===== src/rtl/uart_tx_periph_if.sv =====
// Load/store data-bus port of the UART transmitter; the core LSU is master, the peripheral is slave.
// Latency: none added; read data is combinational at the slave.
// Backpressure: none; every access completes in the cycle it is presented.
interface uart_tx_periph_if;
    logic        cs;
    logic        wr;
    logic [3:0]  mask;
    logic [31:0] addr;
    logic [31:0] data_wr;
    logic [31:0] data_rd;

    modport master (output cs, wr, mask, addr, data_wr, input data_rd);
    modport slave  (input cs, wr, mask, addr, data_wr, output data_rd);
endinterface


===== src/rtl/uart_tx_periph.sv =====
// Memory-mapped UART transmitter: TXDATA stores fill a TX FIFO, an FSM sends 8N1 (parity bit when UART_TX_PARITY_EN is defined).
// Latency: TXDATA store at edge N pops and drives the start bit after edge N+1; each bit lasts the divider latched at frame start.
// Backpressure: none on the bus; a store to a full FIFO is dropped and raises the sticky STATUS overflow flag.
module uart_tx_periph #(
    parameter int FIFO_DEPTH  = 4,
    parameter int DEFAULT_DIV = 16
) (
    input  logic            clk,
    input  logic            rst,
    uart_tx_periph_if.slave bus,
    output logic            tx,
    output logic            busy
);
    localparam int PW = $clog2(FIFO_DEPTH);
    localparam int CW = PW + 1;

    typedef enum logic [2:0] {IDLE, START, DATA, PARITY, STOP} state_e;

    state_e          state_q, state_d;
    logic [7:0]      mem_q [FIFO_DEPTH];
    logic [7:0]      mem_d [FIFO_DEPTH];
    logic [PW-1:0]   wr_ptr_q, wr_ptr_d, rd_ptr_q, rd_ptr_d;
    logic [CW-1:0]   count_q, count_d;
    logic            ovf_q, ovf_d;
    logic [15:0]     baud_q, baud_d;
    logic            en_q, en_d;
    logic [15:0]     div_q, div_d;
    logic [15:0]     timer_q, timer_d;
    logic [2:0]      idx_q, idx_d;
    logic [7:0]      shift_q, shift_d;
    logic            tx_q, tx_d;
`ifdef UART_TX_PARITY_EN
    logic            odd_q, odd_d;
    logic            par_q, par_d;
`endif

    logic        wr_acc, push, push_ok, pop, full, empty, bit_end, frame_go;
    logic [15:0] div_eff;
    logic [31:0] rd_dat;
    logic        unused_bits;

    assign wr_acc  = bus.cs & bus.wr;
    assign push    = wr_acc && (bus.addr[3:2] == 2'd0) && bus.mask[0];
    assign full    = (count_q == CW'(FIFO_DEPTH));
    assign empty   = (count_q == '0);
    assign push_ok = push & ~full;
    assign div_eff = (baud_q == 16'd0) ? 16'd1 : baud_q;
    assign bit_end = (timer_q == div_q - 16'd1);
    // A new frame starts from IDLE or straight out of the last stop-bit cycle.
    assign frame_go = en_q && !empty && ((state_q == IDLE) || ((state_q == STOP) && bit_end));
    assign busy    = (state_q != IDLE) || !empty;
    assign tx      = tx_q;
    assign unused_bits = ^{bus.addr[31:4], bus.addr[1:0], bus.data_wr[31:16], bus.mask[3:2]};

    always_comb begin
        mem_d    = mem_q;
        wr_ptr_d = wr_ptr_q;
        rd_ptr_d = rd_ptr_q;
        if (push_ok) begin
            mem_d[wr_ptr_q] = bus.data_wr[7:0];
            wr_ptr_d        = wr_ptr_q + PW'(1);
        end
        if (pop) begin
            rd_ptr_d = rd_ptr_q + PW'(1);
        end
        count_d = count_q + CW'(push_ok) - CW'(pop);

        ovf_d = ovf_q;
        if (push && full) begin
            ovf_d = 1'b1;
        end else if (wr_acc && (bus.addr[3:2] == 2'd1) && bus.mask[0] && bus.data_wr[3]) begin
            ovf_d = 1'b0;
        end

        baud_d = baud_q;
        if (wr_acc && (bus.addr[3:2] == 2'd2)) begin
            if (bus.mask[0]) baud_d[7:0]  = bus.data_wr[7:0];
            if (bus.mask[1]) baud_d[15:8] = bus.data_wr[15:8];
        end

        en_d = en_q;
`ifdef UART_TX_PARITY_EN
        odd_d = odd_q;
`endif
        if (wr_acc && (bus.addr[3:2] == 2'd3) && bus.mask[0]) begin
            en_d = bus.data_wr[0];
`ifdef UART_TX_PARITY_EN
            odd_d = bus.data_wr[1];
`endif
        end
    end

    always_comb begin
        state_d = state_q;
        timer_d = timer_q;
        idx_d   = idx_q;
        shift_d = shift_q;
        div_d   = div_q;
        pop     = 1'b0;
`ifdef UART_TX_PARITY_EN
        par_d   = par_q;
`endif
        if (state_q != IDLE) begin
            timer_d = bit_end ? 16'd0 : timer_q + 16'd1;
        end
        case (state_q)
            IDLE: ;
            START: if (bit_end) begin
                state_d = DATA;
                idx_d   = 3'd0;
            end
            DATA: if (bit_end) begin
                shift_d = {1'b0, shift_q[7:1]};
                idx_d   = idx_q + 3'd1;
                if (idx_q == 3'd7) begin
`ifdef UART_TX_PARITY_EN
                    state_d = PARITY;
`else
                    state_d = STOP;
`endif
                end
            end
`ifdef UART_TX_PARITY_EN
            PARITY: if (bit_end) state_d = STOP;
`endif
            STOP: if (bit_end) state_d = IDLE;
            default: state_d = IDLE;
        endcase

        // The divider is sampled once per frame so BAUDDIV writes never stretch a frame in flight.
        if (frame_go) begin
            pop     = 1'b1;
            state_d = START;
            timer_d = 16'd0;
            div_d   = div_eff;
            shift_d = mem_q[rd_ptr_q];
`ifdef UART_TX_PARITY_EN
            par_d   = (^mem_q[rd_ptr_q]) ^ odd_q;
`endif
        end

        case (state_d)
            START:   tx_d = 1'b0;
            DATA:    tx_d = shift_d[0];
`ifdef UART_TX_PARITY_EN
            PARITY:  tx_d = par_d;
`endif
            default: tx_d = 1'b1;
        endcase
    end

    always_comb begin
        rd_dat = '0;
        if (bus.cs && !bus.wr) begin
            case (bus.addr[3:2])
                2'd1: begin
                    rd_dat[0]    = busy;
                    rd_dat[1]    = full;
                    rd_dat[2]    = empty;
                    rd_dat[3]    = ovf_q;
                    rd_dat[11:8] = 4'(count_q);
                end
                2'd2: rd_dat[15:0] = baud_q;
                2'd3: begin
                    rd_dat[0] = en_q;
`ifdef UART_TX_PARITY_EN
                    rd_dat[1] = odd_q;
`endif
                end
                default: rd_dat = '0;
            endcase
        end
    end
    assign bus.data_rd = rd_dat;

    always_ff @(posedge clk or posedge rst) begin
        if (rst) begin
            state_q  <= IDLE;
            for (int i = 0; i < FIFO_DEPTH; i++) mem_q[i] <= '0;
            wr_ptr_q <= '0;
            rd_ptr_q <= '0;
            count_q  <= '0;
            ovf_q    <= 1'b0;
            baud_q   <= 16'(DEFAULT_DIV);
            en_q     <= 1'b1;
            div_q    <= 16'(DEFAULT_DIV);
            timer_q  <= '0;
            idx_q    <= '0;
            shift_q  <= '0;
            tx_q     <= 1'b1;
`ifdef UART_TX_PARITY_EN
            odd_q    <= 1'b0;
            par_q    <= 1'b0;
`endif
        end else begin
            state_q  <= state_d;
            mem_q    <= mem_d;
            wr_ptr_q <= wr_ptr_d;
            rd_ptr_q <= rd_ptr_d;
            count_q  <= count_d;
            ovf_q    <= ovf_d;
            baud_q   <= baud_d;
            en_q     <= en_d;
            div_q    <= div_d;
            timer_q  <= timer_d;
            idx_q    <= idx_d;
            shift_q  <= shift_d;
            tx_q     <= tx_d;
`ifdef UART_TX_PARITY_EN
            odd_q    <= odd_d;
            par_q    <= par_d;
`endif
        end
    end
endmodule

===== src/flat_wrapper.sv =====
// flat-port wrapper written by rule: the top's interface ports become plain ports
module uart_tx_periph_flat 
#(
    parameter int FIFO_DEPTH  = 4,
    parameter int DEFAULT_DIV = 16
)
  (clk, rst, tx, busy, bus_cs, bus_wr, bus_mask, bus_addr, bus_data_wr, bus_data_rd);
  uart_tx_periph_if bus_i ();
  input  logic clk;
  input  logic rst;
  output logic tx;
  output logic busy;
  input wire logic [$bits(bus_i.cs)-1:0] bus_cs;
  input wire logic [$bits(bus_i.wr)-1:0] bus_wr;
  input wire logic [$bits(bus_i.mask)-1:0] bus_mask;
  input wire logic [$bits(bus_i.addr)-1:0] bus_addr;
  input wire logic [$bits(bus_i.data_wr)-1:0] bus_data_wr;
  output wire logic [$bits(bus_i.data_rd)-1:0] bus_data_rd;
  assign bus_i.cs = bus_cs;
  assign bus_i.wr = bus_wr;
  assign bus_i.mask = bus_mask;
  assign bus_i.addr = bus_addr;
  assign bus_i.data_wr = bus_data_wr;
  assign bus_data_rd = bus_i.data_rd;
  uart_tx_periph #(.FIFO_DEPTH(FIFO_DEPTH), .DEFAULT_DIV(DEFAULT_DIV)) u_core (.clk(clk), .rst(rst), .bus(bus_i), .tx(tx), .busy(busy));
endmodule

===== config.mk =====
export PLATFORM = sky130hd
export DESIGN_NAME = uart_tx_periph_flat
export DESIGN_NICKNAME = d
export VERILOG_FILES = /design/src/rtl/uart_tx_periph_if.sv /design/src/rtl/uart_tx_periph.sv /design/src/flat_wrapper.sv
export SDC_FILE = /design/constraint.sdc
export NUM_CORES = 1
export LEC_CHECK = 0
export BUFFER_PORTS_ARGS = -buffer_cell sky130_fd_sc_hd__buf_2
export CAP_MARGIN = 20
export CORE_MARGIN = 4
export CORE_UTILIZATION = 56
export DETAILED_ROUTE_END_ITERATION = 8
export PLACE_DENSITY = 0.84
export SLEW_MARGIN = 40
export SYNTH_ARGS = -nofsm -noshare
export SYNTH_HDL_FRONTEND = slang
export SYNTH_SLANG_ARGS = --single-unit

===== constraint.sdc =====
create_clock -name clk -period 5.5 [get_ports clk]
set_clock_uncertainty 0.1 [all_clocks]
set_input_delay 0.55 -clock clk [delete_from_list [all_inputs] [get_ports clk]]
set_output_delay 0.55 -clock clk [all_outputs]
set_load 0.05 [all_outputs]

== Word-level counts from Yosys, hierarchy flattened ==
Cells that the tools add are included.

* Flip-flop bits (word level): 104
* Output and inout bits: 34
* Logic and storage cells: 110

* $add $sub $neg: 7
* Magnitude comparators: 3
* Equal/unequal tests: 13
* Muxes and demuxes: 32
* Bitwise logic cells: 5
* Reductions and logical operators: 32

{| class="wikitable"
|+ Operator list
! operator !! number
|-
| $mux W16 || 5
|-
| $mux W8 || 6
|-
| $bwmux W32 || 1
|-
| $mux W3 || 7
|-
| $add A16 B1 Y16 const B || 1
|-
| $bmux W8 S2 || 1
|-
| $demux W8 S2 || 1
|-
| $eq A16 B16 Y1 || 1
|-
| $logic_not A16 Y1 || 1
|-
| $sub A16 B1 Y16 const B || 1
|-
| $logic_and A1 B1 Y1 || 14
|-
| $pmux W3 S2 || 2
|-
| $pmux W3 S4 || 1
|-
| $reduce_bool A2 Y1 || 5
|-
| $eq A3 B3 Y1 const B || 3
|-
| $mux W4 || 2
|-
| $pmux W4 S2 || 1
|-
| $eq A3 B1 Y1 const B || 2
|-
| $eq A3 B2 Y1 const B || 2
|-
| $ge A3 B3 Y1 const B || 2
|-
| $logic_not A3 Y1 || 2
|-
| $not A2 Y3 || 2
|-
| $reduce_and A2 Y1 || 3
|-
| $add A2 B1 Y2 const B || 2
|-
| 17 further kinds || 24
|}

== Depth between registers and ports, before layout ==
Gate-level depths: netlist of run 1.

* Word-level depth: 8
* Gate-level depth with buffers: 19

== Worst setup path before layout of run 1 ==
OpenSTA, ideal clock, no wires.

* Path type: register to register
* From: reg u_core.div_q[2]
* To: reg u_core.count_q[2]
* Arrival: 3.706 ns
* Required time: 5.274 ns
* Slack: 1.568 ns
* Stages on the path, launching flop included: 17
* Clock period less this slack: 3.932 ns
* Cell sequence: dfrtp_1 > or4_4 > or4_4 > o31a_1 > nor3_2 > nand4_2 > o21ai_1 > nand2_1 > buf_2 > inv_1 > ha_1 > inv_1 > ha_1 > inv_1 > fa_1 > xnor2_1 > xnor2_1

* Longest elaborated chain between the ends: 7

{| class="wikitable"
|+ RTL lines
! what !! RTL line !! RTL
|-
| from (decl) || uart_tx_periph.sv:27 || <nowiki>logic [15:0] div_q, div_d;</nowiki>
|-
| from (signal assigned) || uart_tx_periph.sv:186 || <nowiki>div_q <= 16'(DEFAULT_DIV);</nowiki>
|-
| from (signal assigned) || uart_tx_periph.sv:204 || <nowiki>div_q <= div_d;</nowiki>
|-
| $sub A16 B1 Y16 || uart_tx_periph.sv:48 || <nowiki>assign bit_end = (timer_q == div_q - 16'd1);</nowiki>
|-
| $eq A16 B16 Y1 || uart_tx_periph.sv:48 ||
|-
| $logic_and A1 B1 Y1 || uart_tx_periph.sv:50 || <nowiki>assign frame_go = en_q && !empty && ((state_q == IDLE) || ((state_q == STOP) && bit_end));</nowiki>
|-
| $logic_or A1 B1 Y1 || uart_tx_periph.sv:50 ||
|-
| $logic_and A1 B1 Y1 || uart_tx_periph.sv:50 ||
|-
| $mux W1 || uart_tx_periph.sv:131 || <nowiki>if (frame_go) begin</nowiki>
|-
| $sub A3 B1 Y3 || uart_tx_periph.sv:66 || <nowiki>count_d = count_q + CW'(push_ok) - CW'(pop);</nowiki>
|-
| via u_core.count_d[2] || uart_tx_periph.sv:23 || <nowiki>logic [CW-1:0] count_q, count_d;</nowiki>
|-
| to (signal assigned) || uart_tx_periph.sv:200 || <nowiki>count_q <= count_d;</nowiki>
|-
| to (decl) || uart_tx_periph.sv:23 ||
|}

The timed path passes the listed nets, and every way through them passes these cells.
A chain may end at the register's enable or synchronous reset.

== Worst setup path after layout of run 1 ==
* From: reg u_core.div_q[3]
* To: reg u_core.count_q[2]

The elaborated chain is that of the path after synthesis.

==> results.json, run 1 <==
{
  "grt_max_degree": 57,
  "dpl_worst_slack_ns": 1.25,
  "detail_route.wirelength_um": 11600,
  "placedCellCount": 647,
  "setup-violations-final": 0,
  "io-pin-count": 106,
  "fin_setup_tns_ns": 0,
  "post_synth_main_area_contributors": "sky130_fd_sc_hd__dfrtp_1 (45%), sky130_fd_sc_hd__mux2_2 (13%), sky130_fd_sc_hd__ha_1 (3.4%), sky130_fd_sc_hd__mux4_2 (3.2%), sky130_fd_sc_hd__xnor2_1 (2.8%)",
  "synth_xor_xnor_area_share_pct": 5.68,
  "layout.cells.most_common_list": "sky130_fd_sc_hd__dfrtp_1 (100), sky130_fd_sc_hd__mux2_2 (65), sky130_fd_sc_hd__buf_2 (41), sky130_fd_sc_hd__nor2_1 (32), sky130_fd_sc_hd__nand2_1 (26)",
  "critical_path_arrival_ns": 4.48,
  "synth_simple_gate_area_share_pct": 15.1,
  "pwr-share-comb_pct": 33.2,
  "cp_data_required_time_ns": 5.69,
  "synth.mux.area_fraction_pct": 17.0,
  "power-per-cell-area_mw_per_mm2": 451,
  "timing.critical_path.slowest_stage_cell": "sky130_fd_sc_hd__nor4_2",
  "postPlaceCellArea_sq_mm": 0.00583,
  "post_cts.repair.setup_buffers": 0,
  "synth_top_area_cell": "sky130_fd_sc_hd__dfrtp_1",
  "syn-mean-instance-area_sq_um": 11.4,
  "post_dp_hpwl_um": 8320,
  "floorplan.die_area_sq_mm": 0.0116,
  "post_synth_num_cell_types": 65,
  "antenna_cells": 0,
  "post_synth_fa_ha_maj_area_fraction_pct": 3.74,
  "timing.final.hold_violations": 0,
  "sequentialPowerShare_pct": 47.7,
  "clock_tree.buffer_depth": 2,
  "detailedRoute.firstPassIterationCount": 7,
  "synth_top_area_share_pct": 45.1,
  "critPathMostFrequentCell": "sky130_fd_sc_hd__inv_1",
  "cells_traversed_along_the_worst_timing_path": "nor4_2 > nand2_1 > o32a_1 > o311ai_0 > nand4_2 > o21ai_1 > buf_4 > nand2_1 > inv_1 > ha_1 > inv_1 > ha_1 > inv_1 > fa_1 > xnor2_1 > xnor2_1",
  "antenna_found_initial": 0,
  "first_pass_grt_wire_length_um": 19100,
  "p_leak_uw": 0.00287,
  "switching_power_uw": 1020,
  "clock_sink_count": 104,
  "synth_top_family_by_area": "multiplexers",
  "critPathMaxStageDelay_ns": 0.63,
  "detail_route.drc_violations": 0,
  "ys_ff_latch": 104,
  "cts-hold-fix-buffers": 0,
  "sw_frac_of_total_pct": 37.5,
  "clock_pin_slew_of_the_registers_on_the_worst_case_setup_and_hold_paths_ns": 0.11,
  "area_delta_synth_final_pct": 8.97,
  "critical_path.startpoint_type": "flop",
  "cts-root-buf": "sky130_fd_sc_hd__clkbuf_8",
  "min_period_over_period_pct": 78.0,
  "gate_count_of_the_mapped_netlist": 486,
  "layout.cells.most_common": "sky130_fd_sc_hd__dfrtp_1",
  "finalWeightedCongestion": 0.911,
  "final_cell_area_sq_mm": 0.00605,
  "placement_rows": 36,
  "timing.critical_path.to_type": "flop",
  "status": "completed",
  "total_of_warnings_raised_by_yosys": 0,
  "post-route-worst-setup-slack_ns": 1.21,
  "core-area_sq_mm": 0.00973,
  "clock_power_share_pct": 19.1,
  "place.port_buffers": 41,
  "worstHoldPathType": "input port to asynchronous set/reset pin",
  "die_x_um": 108,
  "synth_enable_flop_cells": 0,
  "post_drt_via_cell_ratio": 5.86,
  "post_synthesis_cell_area_sq_mm": 0.00555,
  "final_core_util_pct": 62.2,
  "htree_levels": 3,
  "fin_crit_ns": 4.29,
  "grt_util_all_layers_pct": 21.1,
  "number_of_pins_with_negative_max_slew_slack_in_the_final_report": 0,
  "async_set_or_reset_flop_fraction_in_the_synthesized_netlist_pct": 100,
  "worstPathMaxFanout": 11,
  "initial_core_utilization_pct": 57.1,
  "layout_cells_sized_above_1_pct": 29.1,
  "setup.worst_path.class": "flop to flop",
  "path_buf_inv": 4,
  "post_layout_nonfiller_instances": 663,
  "tritoncts": "built",
  "irDropWorstVdd_v": 0.000246,
  "postSynth.topFlopCell": "sky130_fd_sc_hd__dfrtp_1",
  "cap_violations": 0,
  "grt_pass1_vias": 3860,
  "number_of_nets_in_the_finished_design": 613,
  "path_delay_family": "simple AND/OR/NAND/NOR gates",
  "drt_iter0_markers": 257,
  "unrepaired_setup_endpoints_after_global_routing": "false",
  "synth_compound_area_share_pct": 6.83,
  "maxClockFrequency_mhz": 233,
  "power_report.internal_total_uw": 1710,
  "die_height_um": 108,
  "dr_total_vias": 3883,
  "worst_slew_pin_tran_ns": 0.705,
  "cts-buffers-inserted": 9,
  "detail_route.wl_per_cell_um": 17.5,
  "postCtsResizedCells": 0,
  "yosysSeqAreaShare_pct": 47.0,
  "timing.slew.headroom_pct": 52.6,
  "grt_remaining_overflow": 0,
  "insertion_delay_ns": 0.38,
  "ant_nets": 0
}
area by class of cell:
| class | count | area [sq um] |
|---|---|---|
| sequential | 104 | 2610 |
| multi-input combinational | 346 | 2740 |
| clock buffer | 9 | 124 |
| timing repair buffer | 46 | 243 |
| inverter | 18 | 70.1 |
| clock inverter | 7 | 96.3 |
| tap | 133 | 166 |
| fill | 768 | 3680 |
synth_stat cells (4+ instances only):
master / number
sky130_fd_sc_hd__dfrtp_1: 100
sky130_fd_sc_hd__mux2_2: 65
sky130_fd_sc_hd__nor2_1: 32
sky130_fd_sc_hd__nand2_1: 26
sky130_fd_sc_hd__inv_1: 18
sky130_fd_sc_hd__nand3_1: 18
sky130_fd_sc_hd__xnor2_1: 18
sky130_fd_sc_hd__xor2_1: 18
sky130_fd_sc_hd__buf_4: 16
sky130_fd_sc_hd__ha_1: 15
sky130_fd_sc_hd__and3_1: 13
sky130_fd_sc_hd__o21ai_0: 11
sky130_fd_sc_hd__clkbuf_1: 10
sky130_fd_sc_hd__nor4_1: 10
sky130_fd_sc_hd__and2_1: 9
sky130_fd_sc_hd__mux4_2: 8
sky130_fd_sc_hd__nand4_1: 8
sky130_fd_sc_hd__a221o_1: 6
sky130_fd_sc_hd__a22oi_1: 6
sky130_fd_sc_hd__nor3_1: 6
sky130_fd_sc_hd__a21oi_1: 5
sky130_fd_sc_hd__buf_2: 5
sky130_fd_sc_hd__dfstp_2: 4
sequential cells by signal (all words and copies together), names as in the netlist:
| register | flops |
|---|---|
| u_core.en_q | 1 |
| u_core.div_q | 16 |
| u_core.tx | 1 |
| u_core.count_q | 3 |
| u_core.mem_q | 32 |
| u_core.shift_q | 8 |
| u_core.rd_ptr_q | 2 |
| u_core.idx_q | 3 |
| u_core.baud_q | 16 |
| u_core.ovf_q | 1 |
| u_core.timer_q | 16 |
| u_core.wr_ptr_q | 2 |
| u_core.state_q | 3 |
metrics by stage:
| stage | hold slack [ns] | power [uW] |
|---|---|---|
| floorplan | 0.367 | 1970 |
| global placement | 0.382 | 2130 |
| detailed placement | 0.387 | 2200 |
| CTS | 0.161 | 2730 |
| global route | 0.189 | 2890 |
| finish | 0.134 | 2730 |
worst register-to-register path, cell delays in order (launching register included):
cell	delay [ns]
sky130_fd_sc_hd__dfrtp_1	0.50
sky130_fd_sc_hd__nor4_2	0.63
sky130_fd_sc_hd__nand2_1	0.11
sky130_fd_sc_hd__o32a_1	0.35
sky130_fd_sc_hd__o311ai_0	0.50
sky130_fd_sc_hd__nand4_2	0.27
sky130_fd_sc_hd__o21ai_1	0.20
sky130_fd_sc_hd__buf_4	0.18
sky130_fd_sc_hd__nand2_1	0.11
sky130_fd_sc_hd__inv_1	0.09
sky130_fd_sc_hd__ha_1	0.23
sky130_fd_sc_hd__inv_1	0.06
sky130_fd_sc_hd__ha_1	0.13
sky130_fd_sc_hd__inv_1	0.05
sky130_fd_sc_hd__fa_1	0.37
sky130_fd_sc_hd__xnor2_1	0.19
sky130_fd_sc_hd__xnor2_1	0.16
power by group through the flow:
stage          clock network [uW]  logic, uW  registers (uW)
2_1_floorplan                   0        791            1180
3_3_place_gp                    0        851            1280
3_5_place_dp                    0        901            1300
4_1_cts                       528        908            1290
5_1_grt                       563        994            1330
6_report                      521        907            1300
path summary, 6_finish.rpt:
check | startpoint | end | slack (ns) | cells after the start
max reg2reg | u_core.div_q[3]$_DFFE_PP0N_ | u_core.count_q[2]$_DFF_PP0_ | 1.21 | 16
min in group clk | bus_data_wr[9] | u_core.baud_q[9]$_DFFE_PP0P_ | 0.30 | 2
max in group asynchronous | rst | u_core.baud_q[5]$_DFFE_PP0P_ | 4.09 | 3
max | u_core.div_q[3]$_DFFE_PP0N_ | u_core.count_q[2]$_DFF_PP0_ | 1.21 | 16
min reg2reg | u_core.mem_q[12]$_DFFE_PP0P_ | u_core.mem_q[12]$_DFFE_PP0P_ | 0.41 | 1
min | rst | u_core.idx_q[1]$_DFFE_PP0P_ | 0.13 | 2
metal layers:
layer / routed length [um] / vias to the layer above / GRT usage [%]
met2: 5830 / 104 / 35.7
met3: 445 / 16 / 2.28
li1: - / 1807 / -
met5: 0 / - / 0
met4: 222 / 0 / 7.84
met1: 5100 / 1956 / 28.0
cell families (layout without fill, tap and decap cells):
group | Yosys count | after routing
flip-flops | 104 | 104
buffers and inverters | 51 | 80
XOR/XNOR | 36 | 36
adder cells (fa/ha/maj) | 16 | 16
AND/OR/NAND/NOR | 151 | 151
AO/OA/AOI/OAI | 51 | 51
multiplexers | 76 | 76
other | 1 | 16
Power figures use the tool's default switching activity.
==> inputs of run 2 (changes only) <==
==> constraint.sdc (replaced) <==
create_clock -name clk -period 4.05 [get_ports clk]
set_clock_uncertainty 0.1 [all_clocks]
set_input_delay 0.405 -clock clk [delete_from_list [all_inputs] [get_ports clk]]
set_output_delay 0.405 -clock clk [all_outputs]
set_load 0.05 [all_outputs]
==> run 2 against run 1 <==
  * Final cell count is 1.8% higher
  * Sequential cell count stayed put
  * Clock power increased by 25%
  * Worst hold slack got worse by 0.12 ns
  * Total power rose by 37%
  * Register-to-register slack lost 1.1 ns
  * Critical path depth decreased by 1
  * Worst setup slack lost 1.1 ns
  * Utilization grew 1.5 points
  * Global-route usage is 0.23 points lower
  * Final area rose by 2.4%
  * Largest power group unchanged
  * Highest routed layer unchanged
==> results.json, run 2 (synthesis results as in run 1) <==
{
  "cts-root-buf": "sky130_fd_sc_hd__clkbuf_8",
  "clock_sink_count": 104,
  "min_period_over_period_pct": 96.5,
  "cap_violations": 0,
  "clock_tree.buffer_depth": 2,
  "post_dp_hpwl_um": 8480,
  "num-fill-cells": 761,
  "grt_pass1_vias": 3887,
  "grt_util_all_layers_pct": 20.8,
  "antenna_cells": 0,
  "post_drt_via_cell_ratio": 5.76,
  "critical_path_arrival_ns": 4.11,
  "core-area_sq_mm": 0.00973,
  "tritoncts": "built",
  "worstHoldPathType": "input port to asynchronous set/reset pin",
  "timing.slew.headroom_pct": 54.1,
  "unrepaired_setup_endpoints_after_global_routing": "true",
  "drt_iter0_markers": 261,
  "worstPathMaxFanout": 3,
  "finalWeightedCongestion": 0.922,
  "timing.critical_path.to_type": "flop",
  "place.port_buffers": 41,
  "largest_register_ffs": 32,
  "grt_max_degree": 78,
  "fin_setup_tns_ns": 0,
  "cts-buffers-inserted": 9,
  "hold-worst-slack_ns": 0.0123,
  "insertion_delay_ns": 0.38,
  "p_leak_uw": 0.00293,
  "antenna_found_initial": 0,
  "placement_rows": 36,
  "layout_cells_sized_above_1_pct": 32.8,
  "layout.cells.most_common": "sky130_fd_sc_hd__dfrtp_1",
  "power-per-cell-area_mw_per_mm2": 605,
  "dr_total_vias": 3890,
  "regMostFlops": "u_core.mem_q",
  "rr_worst_depth": 15,
  "status": "completed",
  "cts-hold-fix-buffers": 0,
  "timing.final.hold_violations": 0,
  "detail_route.wl_per_cell_um": 16.9,
  "layout.cells.most_common_list": "sky130_fd_sc_hd__dfrtp_1 (100), sky130_fd_sc_hd__mux2_2 (65), sky130_fd_sc_hd__buf_2 (41), sky130_fd_sc_hd__nor2_1 (32), sky130_fd_sc_hd__nand2_1 (25)",
  "floorplan.die_area_sq_mm": 0.0116,
  "maxClockFrequency_mhz": 256,
  "detail_route.wirelength_um": 11400,
  "grt_remaining_overflow": 0,
  "htree_levels": 3,
  "setup-violations-final": 0,
  "clock_pin_slew_of_the_registers_on_the_worst_case_setup_and_hold_paths_ns": 0.11,
  "first_pass_grt_wire_length_um": 18800,
  "fin_crit_ns": 3.91,
  "initial_core_utilization_pct": 57.1,
  "die_height_um": 108,
  "die_x_um": 108,
  "detailedRoute.firstPassIterationCount": 5,
  "ant_nets": 0,
  "setup.worst_path.class": "flop to flop",
  "number_of_pins_with_negative_max_slew_slack_in_the_final_report": 0,
  "cp_data_required_time_ns": 4.25,
  "worst_slew_pin_tran_ns": 0.686,
  "detail_route.drc_violations": 0,
  "io-pin-count": 106,
  "number_of_nets_in_the_finished_design": 625,
  "critical_path.startpoint_type": "flop",
  "area_delta_synth_final_pct": 11.6,
  "irDropWorstVdd_v": 0.000354
}
run 2: cell count changes in the layout (fill, tap and decap cells not counted), sizes merged:
cell    delta
buf       +12
bufinv     -1
clkinv     +3
inv        -2
run 2: worst paths after layout:
check | start | end | slack [ns]
worst max-delay path | u_core.div_q[9]$_DFFE_PP0N_ | u_core.count_q[2]$_DFF_PP0_ | 0.14
worst min-delay path | rst | u_core.idx_q[2]$_DFFE_PP0P_ | 0.01
worst max register to register | u_core.div_q[9]$_DFFE_PP0N_ | u_core.count_q[2]$_DFF_PP0_ | 0.14
worst min register to register | u_core.mem_q[12]$_DFFE_PP0P_ | u_core.mem_q[12]$_DFFE_PP0P_ | 0.41
max in group asynchronous | rst | u_core.rd_ptr_q[1]$_DFFE_PP0N_ | 3.03
min in group clk | bus_data_wr[14] | u_core.baud_q[14]$_DFFE_PP0P_ | 0.15
run 2: layout make-up:
cell class	count	area, sq um	share of cell area [%]
clock buffer	9	124	2.00
sequential	104	2610	42.1
clock inverter	7	90.1	1.45
tap	133	166	2.69
timing repair buffer	58	333	5.37
inverter	18	75.1	1.21
multi-input combinational	346	2800	45.2
run 2: metal layers:
layer  GRT usage, %  routed length (um)  up-vias
li1               -                   -     1823
met1           27.3                4960     1933
met2           34.6                5680      122
met3           3.84                 586       12
met4           7.75                 186        0
met5              0                   0        -
run 2: timing repair:
| item | in CTS | in global routing |
|---|---|---|
| resized for setup | 0 | 14 |
| setup endpoints to repair | 0 | 1 |
| buffers inserted | 0 | 3 |
run 2: power by group:
group          switching (uW)  leakage (uW)  internal (uW)  total (uW)
clock                     404      0.000101            247         651
sequential                331       0.00134           1370        1710
combinational             670       0.00149            723        1390
total                    1400       0.00293           2340        3750
run 2: worst max-delay path, cell delays in order (launching register included):
cell and delay (ns):
sky130_fd_sc_hd__dfrtp_1 0.40, sky130_fd_sc_hd__or4_4 0.54, sky130_fd_sc_hd__or4_4 0.56, sky130_fd_sc_hd__o31a_1 0.30, sky130_fd_sc_hd__nor3_2 0.25, sky130_fd_sc_hd__nand4_2 0.16
sky130_fd_sc_hd__o21ai_2 0.21, sky130_fd_sc_hd__nand2_2 0.11, sky130_fd_sc_hd__inv_2 0.10, sky130_fd_sc_hd__ha_4 0.20, sky130_fd_sc_hd__inv_4 0.05, sky130_fd_sc_hd__ha_4 0.11
sky130_fd_sc_hd__inv_2 0.04, sky130_fd_sc_hd__fa_2 0.37, sky130_fd_sc_hd__xnor2_2 0.16, sky130_fd_sc_hd__xnor2_1 0.18
run 2: through the flow:
| step | area, sq um | util, % | cells | setup WS (ns) | total power [uW] |
|---|---|---|---|---|---|
| 3_5_place_dp | 5900 | 60.7 | 656 | 0.0509 | 3050 |
| 2_1_floorplan | 5610 | - | 501 | 0.118 | 2670 |
| 6_report | 6190 | 63.7 | 675 | 0.140 | 3750 |
| 4_1_cts | 6120 | 62.9 | 672 | 0.0285 | 3700 |
| 3_3_place_gp | 5900 | 60.6 | 656 | 0.0928 | 2950 |
| 5_1_grt | 6190 | 63.7 | 675 | -0.00219 | 4000 |
